[config.mk]
export PLATFORM = sky130hd
export DESIGN_NAME = bcomp_mc
export DESIGN_NICKNAME = d
export VERILOG_FILES = /design/src/rtl/bcomp_mc_pkg.sv /design/src/rtl/bcomp_mc_ch.sv /design/src/rtl/bcomp_mc.sv
export SDC_FILE = /design/constraint.sdc
export NUM_CORES = 1
export LEC_CHECK = 0
export ABC_CLOCK_PERIOD_IN_PS = 7400
export CORE_MARGIN = 8
export CORE_UTILIZATION = 47
export DETAILED_ROUTE_END_ITERATION = 12
export PLACE_DENSITY = 0.88
export SYNTH_ARGS = -nofsm -noshare
export SYNTH_HDL_FRONTEND = slang
export SYNTH_HIERARCHICAL = 1
export SYNTH_SLANG_ARGS = --single-unit
export TNS_END_PERCENT = 20
[constraint.sdc]
create_clock -name clk -period 7.4 [get_ports clk]
set_clock_uncertainty 0.1 [all_clocks]
set_input_delay 1.11 -clock clk [delete_from_list [all_inputs] [get_ports clk]]
set_output_delay 1.11 -clock clk [all_outputs]
set_load 0.02 [all_outputs]
[src/rtl/bcomp_mc_pkg.sv]
// rtl/bcomp_mc_pkg.sv - shared state encoding and widths for bcomp_mc
package bcomp_mc_pkg;

  localparam int X_W  = 18;
  localparam int Y_W  = 39;
  localparam int ST_W = 4;

  typedef enum logic [ST_W-1:0] {
    S1  = 4'd1,  S2  = 4'd2,  S3  = 4'd3,  S4  = 4'd4,
    S5  = 4'd5,  S6  = 4'd6,  S7  = 4'd7,  S8  = 4'd8,
    S9  = 4'd9,  S10 = 4'd10, S11 = 4'd11, S12 = 4'd12,
    S13 = 4'd13, S14 = 4'd14
  } state_t;

  function automatic logic is_legal(input logic [ST_W-1:0] s);
    return (s >= 4'd1) && (s <= 4'd14);
  endfunction

endpackage

[src/rtl/bcomp_mc_ch.sv]
// rtl/bcomp_mc_ch.sv - one bcomp_mc channel: state register, Mealy decode, saturating done counter
module bcomp_mc_ch
  import bcomp_mc_pkg::*;
#(
  parameter int CNT_W = 8
) (
  input  logic             i_clk,
  input  logic             i_rst,
  input  logic [X_W-1:0]   i_x,
  input  logic             i_hold,
  input  logic             i_key_ok,
  output logic [Y_W-1:0]   o_y,
  output logic [CNT_W-1:0] o_done_cnt,
  output logic             o_busy
);

  state_t           r_state;
  state_t           w_nxt;
  state_t           w_d_nxt;
  logic [CNT_W-1:0] r_cnt;
  logic [X_W:1]     w_x;
  logic [Y_W:1]     w_y;
  logic [Y_W:1]     w_d_y;
  logic             w_f;
  logic             w_t;
  logic             w_inc;
  logic [2:0]       w_idx;

  // 1-based views so the decode reads like the control table
  assign w_x   = i_x;
  assign w_f   = w_x[14] & (w_x[10] | w_x[11]);
  assign w_t   = w_x[8] ? (w_x[9] ? ~w_x[16] : w_x[17]) : (w_x[9] ? w_x[18] : ~w_x[18]);
  assign w_idx = {w_x[7], w_x[8], w_x[9]};

  // Dispatch D is shared by S8 and the ~x6&~x3 arm of S6
  always_comb begin
    w_d_y   = '0;
    w_d_nxt = S7;
    if (w_x[12]) begin
      if (w_x[4]) begin
        {w_d_y[1], w_d_y[5], w_d_y[8]} = 3'b111;
        w_d_nxt = S9;
      end else if (w_x[5]) begin
        {w_d_y[2], w_d_y[14], w_d_y[15]} = 3'b111;
        w_d_nxt = S10;
      end else begin
        {w_d_y[1], w_d_y[2], w_d_y[16]} = 3'b111;
        w_d_nxt = S7;
      end
    end else if (w_x[4]) begin
      if (w_x[5]) begin
        {w_d_y[1], w_d_y[3], w_d_y[14]} = 3'b111;
        w_d_nxt = S7;
      end else begin
        {w_d_y[1], w_d_y[5], w_d_y[8]} = 3'b111;
        w_d_nxt = S11;
      end
    end else begin
      {w_d_y[1], w_d_y[5], w_d_y[8]} = 3'b111;
      w_d_nxt = S12;
    end
  end

  always_comb begin
    w_y   = '0;
    w_nxt = r_state;
    case (r_state)
      S1: begin
        if (w_x[1] && i_key_ok) begin
          w_y[2] = 1'b1;
          if (w_x[2]) begin
            {w_y[36], w_y[37]} = 2'b11;
            w_nxt = S2;
          end else begin
            w_y[4] = 1'b1;
            w_nxt  = S3;
          end
        end
      end
      S2: begin
        {w_y[1], w_y[2], w_y[3], w_y[14], w_y[38]} = 5'b11111;
        w_nxt = S4;
      end
      S3: begin
        {w_y[1], w_y[5], w_y[6], w_y[7]} = 4'b1111;
        w_nxt = S5;
      end
      S4: begin
        {w_y[7], w_y[10], w_y[23]} = 3'b111;
        w_nxt = S1;
      end
      S5: begin
        {w_y[2], w_y[3], w_y[4]} = 3'b111;
        w_nxt = S6;
      end
      S6: begin
        if (w_x[6] && w_x[3]) begin
          if (w_x[7]) begin
            if (w_x[9]) w_y[23] = 1'b1;
            else        w_y[22] = 1'b1;
            w_nxt = S7;
          end else if (w_x[8]) begin
            if ((w_x[9] && w_x[11]) || (!w_x[9] && w_x[10])) begin
              w_y[7] = 1'b1;
              w_nxt  = S7;
            end else begin
              w_y[35] = w_f;
              w_nxt   = S1;
            end
          end else begin
            if (w_x[9]) {w_y[20], w_y[21]} = 2'b11;
            else        {w_y[18], w_y[19]} = 2'b11;
            w_nxt = S7;
          end
        end else if (w_x[6]) begin
          if (w_x[15]) begin
            if (w_t) begin
              w_y[7] = 1'b1;
              w_nxt  = S7;
            end else begin
              w_y[35] = w_f;
              w_nxt   = S1;
            end
          end else begin
            case (w_idx)
              3'd7:    w_y[34] = 1'b1;
              3'd6:    w_y[33] = 1'b1;
              3'd5:    w_y[39] = 1'b1;
              3'd4:    w_y[32] = 1'b1;
              3'd3:    {w_y[29], w_y[30], w_y[31]} = 3'b111;
              3'd2:    {w_y[26], w_y[27], w_y[28]} = 3'b111;
              3'd1:    w_y[25] = 1'b1;
              default: w_y[24] = 1'b1;
            endcase
            w_nxt = S7;
          end
        end else if (w_x[3]) begin
          {w_y[1], w_y[4], w_y[5]} = 3'b111;
          w_nxt = S8;
        end else begin
          w_y   = w_d_y;
          w_nxt = w_d_nxt;
        end
      end
      S7: begin
        w_y[35] = w_f;
        w_nxt   = S1;
      end
      S8: begin
        w_y   = w_d_y;
        w_nxt = w_d_nxt;
      end
      S9: begin
        w_y[17] = 1'b1;
        w_nxt   = S13;
      end
      S10: begin
        {w_y[1], w_y[2], w_y[16]} = 3'b111;
        w_nxt = S7;
      end
      S11: begin
        {w_y[3], w_y[13]} = 2'b11;
        w_nxt = S7;
      end
      S12: begin
        if (w_x[5]) {w_y[11], w_y[12]} = 2'b11;
        else        w_y[9] = 1'b1;
        w_nxt = S7;
      end
      S13: begin
        {w_y[3], w_y[14]} = 2'b11;
        w_nxt = S14;
      end
      S14: begin
        if (w_x[13]) begin
          w_y[7] = 1'b1;
          w_nxt  = S7;
        end else begin
          w_y[35] = w_f;
          w_nxt   = S1;
        end
      end
      default: begin
        w_y   = '0;
        w_nxt = S1;
      end
    endcase
  end

  // Recovery from an illegal code lands in S1 but is not a completed operation
  assign w_inc = (w_nxt == S1) && (r_state != S1) && is_legal(r_state) &&
                 (r_cnt != {CNT_W{1'b1}});

  always_ff @(posedge i_clk or posedge i_rst) begin
    if (i_rst) begin
      r_state <= S1;
      r_cnt   <= '0;
    end else if (!i_hold) begin
      r_state <= w_nxt;
      if (w_inc) r_cnt <= r_cnt + CNT_W'(1);
    end
  end

  assign o_y        = i_hold ? '0 : w_y;
  assign o_done_cnt = r_cnt;
  assign o_busy     = (r_state != S1);

endmodule

[src/rtl/bcomp_mc.sv]
// rtl/bcomp_mc.sv - NCH-channel compare/branch micro-op controller; BCOMP_MC_LOCK_EN adds key-gated start
module bcomp_mc
  import bcomp_mc_pkg::*;
#(
  parameter int               NCH     = 2,
  parameter int               CNT_W   = 8,
  parameter int               KEY_W   = 16,
  parameter logic [KEY_W-1:0] KEY_VAL = 16'hA5C3
) (
  input  logic                 clk,
  input  logic                 rst,
  input  logic [NCH*X_W-1:0]   x,
  input  logic [NCH-1:0]       hold,
`ifdef BCOMP_MC_LOCK_EN
  input  logic [KEY_W-1:0]     key,
`endif
  output logic [NCH*Y_W-1:0]   y,
  output logic [NCH*CNT_W-1:0] done_cnt,
  output logic [NCH-1:0]       busy
);

  logic w_key_ok;

`ifdef BCOMP_MC_LOCK_EN
  assign w_key_ok = (key == KEY_VAL);
`else
  // Key parameters have no function without the lock
  logic [KEY_W-1:0] w_unused_key;
  assign w_unused_key = KEY_VAL;
  assign w_key_ok     = 1'b1;
`endif

  for (genvar c = 0; c < NCH; c++) begin : g_ch
    bcomp_mc_ch #(
      .CNT_W(CNT_W)
    ) u_ch (
      .i_clk      (clk),
      .i_rst      (rst),
      .i_x        (x[c*X_W +: X_W]),
      .i_hold     (hold[c]),
      .i_key_ok   (w_key_ok),
      .o_y        (y[c*Y_W +: Y_W]),
      .o_done_cnt (done_cnt[c*CNT_W +: CNT_W]),
      .o_busy     (busy[c])
    );
  end

endmodule

Word-level counts from Yosys, hierarchy flattened

Cells that the tools add are included.

Bits in registers: 24
Memories: 0
Latch bits: 0
RAM bits: 0
Word-level logic and storage cells: 320
Memory bits (read-only): 0

Shift-type cells: 0
Bitwise gates (word level): 10
$add $sub $neg: 2
Multiply operators: 0
Equal/unequal tests: 48
Mux-type cells: 218
Reduce and logical (&&, ||, !) cells: 34
Divide/modulo/power cells: 0
Order comparisons: 4

Operator list:

| kind                                                             | number |
|---|---|
| 4-bit 2-to-1 mux                                                 | 28 |
| 1-bit 2-to-1 mux                                                 | 92 |
| 11-bit 2-to-1 mux                                                | 8 |
| 4-bit one-hot mux with 10 select lines                           | 2 |
| 39-bit 2-to-1 mux                                                | 2 |
| 4-bit == test (second input constant)                            | 14 |
| 3-bit 2-to-1 mux                                                 | 16 |
| 1-bit one-hot mux with 3 select lines                            | 14 |
| 2-bit 2-to-1 mux                                                 | 18 |
| 6-bit 2-to-1 mux                                                 | 6 |
| 9-bit 2-to-1 mux                                                 | 4 |
| 4-bit by 3-bit == test with 1-bit output (second input constant) | 8 |
| 1-bit one-hot mux with 2 select lines                            | 16 |
| 3-bit == test (second input constant)                            | 8 |
| 12-bit 2-to-1 mux                                                | 2 |
| 3-bit OR reduction                                               | 6 |
| 8-bit by 1-bit adder with 8-bit output (second input constant)   | 2 |
| 4-bit by 1-bit == test with 1-bit output (second input constant) | 4 |
| 4-bit by 2-bit == test with 1-bit output (second input constant) | 4 |
| 8-bit != test (second input constant)                            | 2 |
| 2-bit one-hot mux with 2 select lines                            | 4 |
| 1-bit logical AND                                                | 14 |
| 7-bit OR reduction                                               | 2 |
| 3-bit by 2-bit == test with 1-bit output (second input constant) | 4 |
| other kinds (15)                                                 | 36 |

Logic depth before layout (Yosys ltp)

Gate-level depths: netlist of the first run.

Word-level depth: 13
Depth in mapped cells: 8

Hierarchy

The synthesis of the first run kept the hierarchy.

By module, submodules not included:

| module                      | area an instance (um^2) | times used | cells an instance |
|---|---|---|---|
| bcomp_mc_ch at g_ch[1].u_ch | 1611.5                  | 1          | 223 |
| bcomp_mc_ch at g_ch[0].u_ch | 1552.7                  | 1          | 216 |
| bcomp_mc                    | 3.8                     | 1          | 1 |

Worst setup path before layout of the first run

No wires, ideal clock.

Path kind: input to output
Start point: input port x[5]
End point: output port y[32]
Data arrival time: 2.553 ns
Path buffers: 1
Required time: 6.190 ns
Path slack: 3.637 ns
Cell stages on the path: 4
Path through: clkbuf_1 > nand2b_1 > or3_1 > nor4b_1

Word-level cells in the longest chain between the ends: 4
Elaborated cells between the ends (all ways): 5

RTL lines:

| item                                                          | RTL line                              | RTL |
|---|---|---|
| start, declared                                               | bcomp_mc.sv:12                        | `input logic [NCH*X_W-1:0] x,` |
| 12-bit 2-to-1 mux / 1-bit logical AND (equally long branches) | bcomp_mc_ch.sv:115, bcomp_mc_ch.sv:97 |  |
| 11-bit 2-to-1 mux (*)                                         | bcomp_mc_ch.sv:97                     | `if (w_x[6] && w_x[3]) begin` |
| 11-bit 2-to-1 mux (*)                                         | bcomp_mc_ch.sv:67                     | `case (r_state)` |
| 39-bit 2-to-1 mux (*)                                         | bcomp_mc_ch.sv:204                    | `assign o_y = i_hold ? '0 : w_y;` |
| end, declared                                                 | bcomp_mc.sv:17                        | `output logic [NCH*Y_W-1:0] y,` |

Mark *: on every way between the ends. The rest lies on a longest branch, timed or not.

Worst setup path after layout of the first run

Start point: input port hold[0]
End point: output port y[33]

Word-level cells in the longest chain between the ends: 1

RTL lines:

| item              | RTL line           | RTL |
|---|---|---|
| start, declared   | bcomp_mc.sv:13     | `input logic [NCH-1:0] hold,` |
| 39-bit 2-to-1 mux | bcomp_mc_ch.sv:204 |  |

No other way between the ends.

==> metrics.md, run 1 <==
| Metric | Value |
|---|---|
| Post-route setup slack | `2.31 ns` |
| Antenna Cells | `0` |
| Fin. max-slew vios | `0` |
| Placement Setup Slack | `about 2.3 ns` |
| HP Start | `g_ch[1].u_ch/o_done_cnt[7]$_DFFE_PP0P_` |
| Max Clock Freq | `197 MHz` |
| Worst hold path type | `reg2reg` |
| Hold path endpoint | `g_ch[1].u_ch/o_done_cnt[7]$_DFFE_PP0P_` |
| Register area share after synthesis | `19.0%` |
| Iter 0 DRT Violations | `140` |
| Leakage | `approximately 1.7 nW` |
| Final Cycle Share | `68.7%` |
| Critical path type | `in2out` |
| Via count | `~3600` |
| R2R depth | `6` |
| Final setup fails | `0` |
| Max_slew headroom | `41.3%` |
| Top cell type's share of synthesized area | `17.4%` |
| Wire per inst | `approximately 16 µm` |
| Crit. End Element | `output pin` |
| Worst-Margin Slew | `slightly below 0.9 ns` |
| Vias in the first global route | `3512` |
| FF+latch area | `603 µm²` |
| Yosys reg bits | `24` |
| Num CTS Buffers | `3` |
| Sink Count | `24` |
| Largest family of logic cells by synthesized area | `simple AND/OR/NAND/NOR gates` |
| Xor-xnor portion of the synthesized cell area | `4.42%` |
| CTS Root Cell | `clkbuf_8` |
| Detail Placement HPWL | `7.95 mm` |
| Core Util, Final | `about two thirds` |
| Final Hold Vio Count | `0` |
| Asr flop ratio synth | `100%` |
| CTS tree | `yes` |
| Mux contribution to synthesized area | `3.36%` |
| Simple-gate share of the synthesized area | `40.7%` |
| Dpl cells | `approximately 600` |
| Total track usage | `about 20%` |
| Primary FF master, synth | `dfrtp_1` |
| Antenna violations before repair | `0` |
| Post-CTS Setup Repair Bufs | `0` |
| RD Place Congestion | `around 0.95` |
| Placed inst area | `~4400 µm²` |
| Worst hold slack | `approximately 0.41 ns` |
| Syn_area_per_cell | `~7 µm²` |
| Hold_buf cts | `0` |
| Mapped Area | `3170 µm²` |
| # DRC | `0` |
| Distinct cells, synth | `69` |
| Unrepaired setup endpoints after global routing | `no` |
| Worst hold path depth | `1` |
| Port-buffer cells | `about 140` |
| Worst-path clk slew | `~0.080 ns` |
| Top cells by area, synth | `dfrtp_1 (17%), nor2_1 (6.2%), nand2_1 (4.6%)` |
| Flop pwr share | `27.4%` |
| Outcome | `completed` |
| Chip width | `around 100 µm` |
| Routed wire length | `approximately 10 mm` |
| WP data required | `6.19 ns` |
| Crit path arrival time | `~3.9 ns` |
| Vias per inst | `a little under 6` |
| Area of the die | `9620 µm²` |
| R2r startpoint | `g_ch[1].u_ch/r_state[0]$_DFFE_PP1N_` |
| Share of layout cells above drive strength 1 | `under 10%` |
| Worst vdd ir | `0.122 mV` |
| First-pass GRT wire length | `16.5 mm` |
| Initial Utilization | `a little under half` |
| ANT nets after route | `0` |
| Max Cap Viol | `0` |
| Clk buf depth | `2` |
| CORE AREA | `approximately 6600 µm²` |
| Adder-cell share of the synthesized area | `1.58%` |
| H-tree levels | `1` |
| Ys Warns | `6` |
| Clk_lat worst skew | `roughly 0.26 ns` |
| Post-layout instance area | `about 4400 µm²` |
| P_sw | `around 0.56 mW` |
| Internal | `between 0.5 and 0.6 mW` |
| R2R Setup Slk | `roughly 4.6 ns` |
| # nets final | `slightly below 600` |
| Max FO, Critical Path | `25` |
| Die height | `98.1 µm` |
| Cells after synthesis | `440` |
| Grt total ovfl | `0` |
| Multi-input gate area | `2220 µm²` |
| First drt pass iteration count | `4` |
| Post_cts resized | `0` |
| Post-synth top area cell | `dfrtp_1` |
| Worst Setup Start Kind | `primary input` |
| Combinational power share | `between 60% and 70%` |
| Switching Share | `slightly below 50%` |
| Fillers | `between 500 and 600` |
| Row count | `30` |
| Largest net degree at the start of global routing | `27` |
| Crit path time final | `between 5 and 6 ns` |
| Setup TNS Final | `0 ns` |
| Compound-Gate Fraction of Synth Area | `19.5%` |
| Final Non-Filler Cells | `between 600 and 700` |
| EDFF count, synth | `0` |
| Area Growth Syn to Fin | `39.7%` |
| Power consumption | `approximately 1.1 mW` |
| Critical R2R Capture | `g_ch[1].u_ch/o_done_cnt[1]$_DFFE_PP0P_` |
| P per Cell Area | `between 200 and 300 nW/µm²` |
| Io pins | `~140` |
| Clk pwr share | `approximately a tenth` |
final cells by class:
class / count / share of cell area (%)
clock inverters: 1 / 0.679
inverters: 21 / 1.78
well taps: 80 / 2.26
multi-input cells: 354 / 50.2
repair buffers: 135 / 30.5
clock buffers: 3 / 0.933
flip-flops and latches: 24 / 13.6
how the worst max path moves through the flow:
stage,startpoint,end,slack (ns),cells past startpoint
3_5_place_dp,hold[0],y[33],2.34,6
3_3_place_gp,hold[0],y[33],2.39,6
5_1_grt,hold[0],y[33],2.15,6
6_report,hold[0],y[33],2.31,6
2_1_floorplan,x[5],y[32],3.64,4
4_1_cts,hold[0],y[33],2.34,6
kinds of logic after synthesis:
| group | Yosys count |
|---|---|
| multiplexers | 10 |
| XOR/XNOR | 16 |
| adder cells (fa/ha/maj) | 4 |
| AND/OR/NAND/NOR | 229 |
| buffers and inverters | 65 |
| other | 1 |
| AO/OA/AOI/OAI | 91 |
| flip-flops | 24 |
layer usage:
metal  global-route usage [%]  share of wire (%)
met5                        0                  0
met4                     6.59                1.8
met3                     5.69                9.5
met2                     32.5                 46
met1                     24.2                 43
power groups by stage:
| stage | sequential, mW | clock [mW] | combinational (mW) |
|---|---|---|---|
| after floorplan | 0.253 | 0 | 0.532 |
| after global placement | 0.303 | 0 | 0.682 |
| after detailed placement | 0.306 | 0 | 0.696 |
| after CTS | 0.303 | 0.116 | 0.700 |
| after global routing | 0.320 | 0.121 | 0.760 |
| final | 0.307 | 0.112 | 0.703 |
worst max-delay path: stages:
cell and delay, ns:
clkdlybuf4s50_1 0.85, nand3b_1 0.37, or2_2 0.32, or3b_2 0.49, nor2_1 0.11, clkdlybuf4s50_1 0.62
Yosys cell counts, types with 6 or more instances:
cell and count:
o21ai_0 18, nor3_1 22, nand4_1 9, nand2b_1 18
buf_4 16, a31oi_1 8, xor2_1 16, nand2_1 39
nor2_1 52, clkbuf_1 17, nor2b_1 17, dfrtp_1 22
nor3b_1 6, a21oi_1 19, nand3_1 18, inv_1 21
nor4_1 8
cell usage in the layout, fill, tap and decap left out, types with 3 or more instances in the layout:
cell type        count
clkbuf_8             3
nor3_1              22
o21ai_0             18
nor3b_1              6
a21oi_1             19
clkdlybuf4s50_1    135
and3b_1              3
xor2_1              16
o211ai_1             4
o22ai_1              5
inv_1               21
o21bai_1             3
dfrtp_1             22
a31oi_1              8
or3_1                3
nand4bb_1            4
nand3_1             18
and2_1               3
nand3b_1             3
nand2_1             39
a2bb2oi_1            3
nor4b_1              4
nor2b_1             17
ha_1                 4
mux2i_1              5
nor4_1               8
o221ai_1             3
a221oi_1             3
conb_1               4
nand2b_1            18
mux2_2               3
o21a_1               5
nor2_1              52
a22oi_1              3
nand4_1              9
flip-flops by register name, summed over array words and instances, names as in the netlist:
name                  flops
g_ch.u_ch/r_state         8
g_ch.u_ch/o_done_cnt     16
Note: power is estimated with default switching activity, not from simulation.
==> run 2: changes to the inputs <==
- ABC_CLOCK_PERIOD_IN_PS: 7400 -> 5300
- CORE_UTILIZATION: 47 -> 44
- PLACE_DENSITY: 0.88 -> 0.83
- clock period: 7.4 -> 5.3 ns (I/O delays scaled with it)
==> metrics.md, run 2 (synthesized netlist as in run 1, its figures left out) <==
| Metric | Value |
|---|---|
| Crit. End Element | `output pin (unchanged)` |
| Post-CTS Setup Repair Bufs | `0 (unchanged)` |
| Worst-path clk slew | `0.08 ns (about the same)` |
| Antenna Cells | `0 (unchanged)` |
| Crit path arrival time | `3.20 ns (was 3.88 ns)` |
| Commonest non-fill, non-tap cell in the layout | `clkdlybuf4s50_1 (unchanged)` |
| Switching Share | `49.4% (was 49.6%)` |
| Unrepaired setup endpoints after global routing | `no (unchanged)` |
| Critical R2R Capture | `g_ch[1].u_ch/o_done_cnt[1]$_DFFE_PP0P_ (unchanged)` |
| Final Hold Vio Count | `0 (unchanged)` |
| Antenna violations before repair | `0 (unchanged)` |
| Post_cts resized | `0 (unchanged)` |
| Worst vdd ir | `0.158 mV (was 0.122 mV)` |
| Routed wire length | `10.2 mm (was 9.99 mm)` |
| Grt total ovfl | `0 (unchanged)` |
| WP data required | `4.41 ns (was 6.19 ns)` |
| Final Cycle Share | `77.2%` |
| Initial Utilization | `44.6% (was 47.7%)` |
| Vias per inst | `5.70 (was 5.83)` |
| Io pins | `136 (unchanged)` |
| R2R depth | `6 (unchanged)` |
| First drt pass iteration count | `5 (was 4)` |
| Crit path time final | `4.09 ns` |
| Max Clock Freq | `between 200 and 250 MHz` |
| Setup TNS Final | `0 ns (unchanged)` |
| R2r startpoint | `g_ch[1].u_ch/r_state[0]$_DFFE_PP1N_ (unchanged)` |
| Largest net degree at the start of global routing | `26 (was 27)` |
| Most frequent cells in the layout | `clkdlybuf4s50_1 (135), nor2_1 (52), nand2_1 (39), nor3_1 (22), dfrtp_1 (22) (unchanged)` |
| Clk buf depth | `2 (unchanged)` |
| P per Cell Area | `350 nW/µm² (was 254 nW/µm²)` |
| RD Place Congestion | `0.915 (was 0.950)` |
| Fin. max-slew vios | `0 (unchanged)` |
| Clk_lat worst skew | `0.26 ns (about the same)` |
| ANT nets after route | `0 (unchanged)` |
| Total track usage | `19.2% (was 19.8%)` |
| H-tree levels | `1 (unchanged)` |
| Internal | `0.790 mW (was 0.565 mW)` |
| Wire per inst | `15.9 µm (was 16.2 µm)` |
| Chip width | `101 µm (was 98.1 µm)` |
| Area Growth Syn to Fin | `40.9% (was 39.7%)` |
| Outcome | `completed (unchanged)` |
| Area of the die | `10200 µm² (was 9620 µm²)` |
| Worst hold path type | `reg2reg (unchanged)` |
| Clk pwr share | `9.9% (was 10.0%)` |
| Worst Setup Start Kind | `primary input (unchanged)` |
| Crit path launch | `x[5] (was hold[0])` |
| Critical path type | `in2out (unchanged)` |
| Sink Count | `24 (unchanged)` |
| HP Start | `g_ch[1].u_ch/o_done_cnt[7]$_DFFE_PP0P_ (unchanged)` |
| Port-buffer cells | `135 (unchanged)` |
| Max Cap Viol | `0 (unchanged)` |
| # nets final | `585 (was 583)` |
| CTS Root Cell | `clkbuf_8 (unchanged)` |
| Final setup fails | `0 (unchanged)` |
| Hold_buf cts | `0 (unchanged)` |
| CORE AREA | `7100 µm² (was 6640 µm²)` |
| Placement Setup Slack | `1.22 ns (was 2.34 ns)` |
| Leakage | `1.67 nW (was 1.66 nW)` |
| Detail Placement HPWL | `8.16 mm (was 7.95 mm)` |
| P_sw | `0.772 mW (was 0.557 mW)` |
| FF+latch area | `603 µm² (unchanged)` |
| Row count | `31 (was 30)` |
| # DRC | `0 (unchanged)` |
| Die height | `101 µm (was 98.1 µm)` |
| Num CTS Buffers | `3 (unchanged)` |
| Multi-input gate area | `2220 µm² (unchanged)` |
| End of the critical path | `y[33] (unchanged)` |
| Max FFs per register | `16 (unchanged)` |
| Flop pwr share | `27.6% (was 27.4%)` |
| Power consumption | `1.56 mW (was 1.12 mW)` |
| Via count | `3644 (was 3604)` |
| Max FO, Critical Path | `13 (was 25)` |
| Vias in the first global route | `3522 (was 3512)` |
| First-pass GRT wire length | `16.6 mm (was 16.5 mm)` |
| R2R Setup Slk | `2.40 ns (was 4.59 ns)` |
| Post-layout instance area | `4460 µm² (was 4420 µm²)` |
| Core Util, Final | `62.9% (was 66.6%)` |
| Max_slew headroom | `55.9% (was 41.3%)` |
| Share of layout cells above drive strength 1 | `5.56% (was 5.20%)` |
| Fillers | `639 (was 559)` |
| Iter 0 DRT Violations | `152 (was 140)` |
| Post-route setup slack | `1.21 ns (was 2.31 ns)` |
| Combinational power share | `62.6% (about the same)` |
| CTS tree | `yes (unchanged)` |
| Worst-Margin Slew | `0.661 ns (was 0.878 ns)` |
| Placed inst area | `4390 µm² (was 4350 µm²)` |
## run 2: layer usage
metal	up-vias	global-route usage (%)	wire, µm
met5	-	0	0
met4	0	4.07	133
met3	14	5.11	1100
met2	207	32.8	4760
met1	1663	23.3	4190
li1	1760	-	-
## run 2: worst max-delay path, stage by stage
cell and delay [ns]:
clkdlybuf4s50_1 0.73, nand3b_1 0.14, or2_2 0.31, or3b_2 0.48
nor2_1 0.11, clkdlybuf4s50_1 0.62
## run 2: worst min path at each step
stage	end	cells after the start
after floorplan	g_ch[1].u_ch/o_done_cnt[7]$_DFFE_PP0P_	1
after global placement	g_ch[1].u_ch/o_done_cnt[7]$_DFFE_PP0P_	1
after detailed placement	g_ch[0].u_ch/o_done_cnt[2]$_DFFE_PP0P_	1
after CTS	g_ch[0].u_ch/o_done_cnt[2]$_DFFE_PP0P_	1
after global routing	g_ch[0].u_ch/o_done_cnt[6]$_DFFE_PP0P_	1
final	g_ch[1].u_ch/o_done_cnt[7]$_DFFE_PP0P_	1
## run 2: power by group through the flow
stage                     registers, mW  logic (mW)  clock network [mW]
after CTS                         0.425       0.977               0.160
after global routing              0.448        1.07               0.167
after global placement            0.424       0.959                   0
after floorplan                   0.353       0.742                   0
final                             0.431       0.977               0.154
after detailed placement          0.429       0.972                   0
## run 2: cell type report
| cell class | instances | share of cell area [%] |
|---|---|---|
| Multi-Input combinational cell | 354 | 49.7 |
| Inverter | 21 | 1.77 |
| Timing Repair Buffer | 137 | 30.6 |
| Clock buffer | 3 | 0.925 |
| Sequential cell | 24 | 13.5 |
| Tap cell | 99 | 2.78 |
| Clock inverter | 1 | 0.673 |
## run 2: stage by stage
step | hold WS, ns | std cells
after CTS | 0.430 | 639
final | 0.424 | 639
after floorplan | 0.495 | 443
after global routing | 0.463 | 639
after detailed placement | 0.418 | 635
after global placement | 0.382 | 635
==> run 3: changes to the inputs <==
- ABC_CLOCK_PERIOD_IN_PS: 5300 -> 3500
- CORE_UTILIZATION: 44 -> 40
- PLACE_DENSITY: 0.83 -> 0.79
- clock period: 5.3 -> 3.5 ns (I/O delays scaled with it)
==> metrics.md, run 3 (synthesized netlist as in run 1, its figures left out) <==
| Metric | Value |
|---|---|
| Wire per inst | `16.2 µm (was 15.9 µm)` |
| Unrepaired setup endpoints after global routing | `no (unchanged)` |
| Peak per-stage delay on the critical path | `0.67 ns (was 0.73 ns)` |
| Commonest non-fill, non-tap cell in the layout | `clkdlybuf4s50_1 (unchanged)` |
| CORE AREA | `7690 µm² (was 7100 µm²)` |
| Final Hold Vio Count | `0 (unchanged)` |
| Multi-input gate area | `2220 µm² (about the same)` |
| Antenna violations before repair | `0 (unchanged)` |
| Hold_buf cts | `0 (unchanged)` |
| Num CTS Buffers | `3 (unchanged)` |
| Worst vdd ir | `0.252 mV (was 0.158 mV)` |
| CTS Root Cell | `clkbuf_8 (unchanged)` |
| Max FO, Critical Path | `24 (was 13)` |
| FF+latch area | `603 µm² (unchanged)` |
| Port-buffer cells | `135 (unchanged)` |
| Die height | `105 µm (was 101 µm)` |
| Crit path arrival time | `2.75 ns (was 3.20 ns)` |
| Final Non-Filler Cells | `657 (was 639)` |
| Post-CTS Setup Repair Bufs | `0 (unchanged)` |
| Worst hold path type | `reg2reg (unchanged)` |
| P per Cell Area | `526 nW/µm² (was 350 nW/µm²)` |
| # nets final | `600 (was 585)` |
| Crit path launch | `hold[0] (was x[5])` |
| Max FFs per register | `16 (unchanged)` |
| CTS tree | `yes (unchanged)` |
| Outcome | `completed (unchanged)` |
| First-pass GRT wire length | `17.7 mm (was 16.6 mm)` |
| Io pins | `136 (unchanged)` |
| Initial Utilization | `41.2% (was 44.6%)` |
| Routed wire length | `10.7 mm (was 10.2 mm)` |
| WP data required | `2.87 ns (was 4.41 ns)` |
| HP Start | `g_ch[1].u_ch/o_done_cnt[7]$_DFFE_PP0P_ (unchanged)` |
| Sink Count | `24 (unchanged)` |
| Post_cts resized | `0 (unchanged)` |
| Setup TNS Final | `0 ns (unchanged)` |
| Final Cycle Share | `96.5%` |
| Leakage | `1.74 nW (was 1.67 nW)` |
| Vias in the first global route | `3854 (was 3522)` |
| Final setup fails | `0 (unchanged)` |
| ANT nets after route | `0 (unchanged)` |
| Row count | `32 (was 31)` |
| Max Clock Freq | `a little under 300 MHz` |
| Grt total ovfl | `0 (unchanged)` |
| Most frequent cells in the layout | `clkdlybuf4s50_1 (135), nor2_1 (52), nand2_1 (39), nor3_1 (22), dfrtp_1 (22) (unchanged)` |
| Antenna Cells | `0 (unchanged)` |
| Largest net degree at the start of global routing | `26 (unchanged)` |
| First drt pass iteration count | `4 (was 5)` |
| Fillers | `717 (was 639)` |
| # DRC | `0 (unchanged)` |
| Iter 0 DRT Violations | `93 (was 152)` |
| CP cell instances | `clkdlybuf4s50_1 > buf_4 > nand2b_1 > or3_1 > nor4b_1 > clkdlybuf4s50_1 (was clkdlybuf4s50_1 > nand3b_1 > or2_2 > or3b_2 > nor2_1 > clkdlybuf4s50_1)` |
| Worst Setup Start Kind | `primary input (unchanged)` |
| Worst-path clk slew | `0.08 ns (about the same)` |
| Area of the die | `11000 µm² (was 10200 µm²)` |
| Crit path time final | `3.38 ns` |
| Slowest CP cell | `clkdlybuf4s50_1 (unchanged)` |
| Total track usage | `18.3% (was 19.2%)` |
| Dpl cells | `653 (was 635)` |
| Share of layout cells above drive strength 1 | `8.29% (was 5.56%)` |
| Crit. End Element | `output pin (unchanged)` |
| CP dominant cell by count | `clkdlybuf4s50_1 (unchanged)` |
| R2r startpoint | `g_ch[1].u_ch/r_state[0]$_DFFE_PP1N_ (unchanged)` |
| Area Growth Syn to Fin | `44.1% (was 40.9%)` |
| Max Cap Viol | `0 (unchanged)` |
| H-tree levels | `1 (unchanged)` |
| Via count | `3682 (was 3644)` |
| Detail Placement HPWL | `8.58 mm (was 8.16 mm)` |
| Clk buf depth | `2 (unchanged)` |
| RD Place Congestion | `0.893 (was 0.915)` |
| Clk_lat worst skew | `0.26 ns (about the same)` |
| Chip width | `105 µm (was 101 µm)` |
| Vias per inst | `5.60 (was 5.70)` |
| Critical path type | `in2out (unchanged)` |
| Fin. max-slew vios | `0 (unchanged)` |
==> run 3: cell count changes in the layout (fill, tap and decap cells not counted), sizes merged <==
cell	previous run	this run
buf	2	17
bufinv	1	0
clkbuf	3	4
==> run 3: cell type report <==
cell class / count / area share [%]
Clock buffer: 4 / 1.21
Inverter: 21 / 1.73
Multi-Input combinational cell: 354 / 48.7
Sequential cell: 24 / 13.2
Tap cell: 102 / 2.80
Timing Repair Buffer: 152 / 32.4
==> run 3: worst max-delay path, delay by kind of cell <==
kind	cells	cell delay, ns
and+or+nand+nor	3	0.85
buffers and inverters	3	1.37
==> run 3: routing by layer <==
metal	share of wire, %	up-vias	track usage (%)
li1	-	1781	-
met1	41	1711	20.7
met2	48	180	32.6
met3	9.7	10	5.96
met4	1.1	0	4.08
met5	0	-	0
==> run 3: final timing paths <==
| path | to | slack, ns | depth (start not counted) |
|---|---|---|---|
| setup / recovery | y[32] | 0.12 | 6 |
| hold / removal | g_ch[1].u_ch/o_done_cnt[7]$_DFFE_PP0P_ | 0.41 | 1 |
| setup reg to reg | g_ch[1].u_ch/o_done_cnt[1]$_DFFE_PP0P_ | 0.57 | 6 |
| hold reg to reg | g_ch[1].u_ch/o_done_cnt[7]$_DFFE_PP0P_ | 0.41 | 1 |
| max in group asynchronous | g_ch[1].u_ch/r_state[0]$_DFFE_PP1N_ | 2.42 | 2 |
| min in group asynchronous | g_ch[0].u_ch/r_state[1]$_DFFE_PP0N_ | 0.54 | 2 |
==> run 3: report_power, final <==
group / switching (mW) / internal (mW)
registers: 0.155 / 0.378
clock network: 0.0843 / 0.100
logic: 0.960 / 0.725
total: 1.20 / 1.20
==> run 3: per-stage QoR <==
| stage | power (mW) | util [%] | cell area, µm² | worst slack (ns) | hold slack [ns] |
|---|---|---|---|---|---|
| after floorplan | 1.66 | - | 3180 | 0.783 | 0.289 |
| after global placement | 2.17 | 58.6 | 4510 | 0.192 | 0.398 |
| after detailed placement | 2.21 | 58.6 | 4510 | 0.171 | 0.394 |
| after CTS | 2.40 | 59.4 | 4560 | 0.143 | 0.412 |
| after global routing | 2.58 | 59.4 | 4570 | 0.0239 | 0.428 |
| final | 2.40 | 59.4 | 4570 | 0.124 | 0.410 |
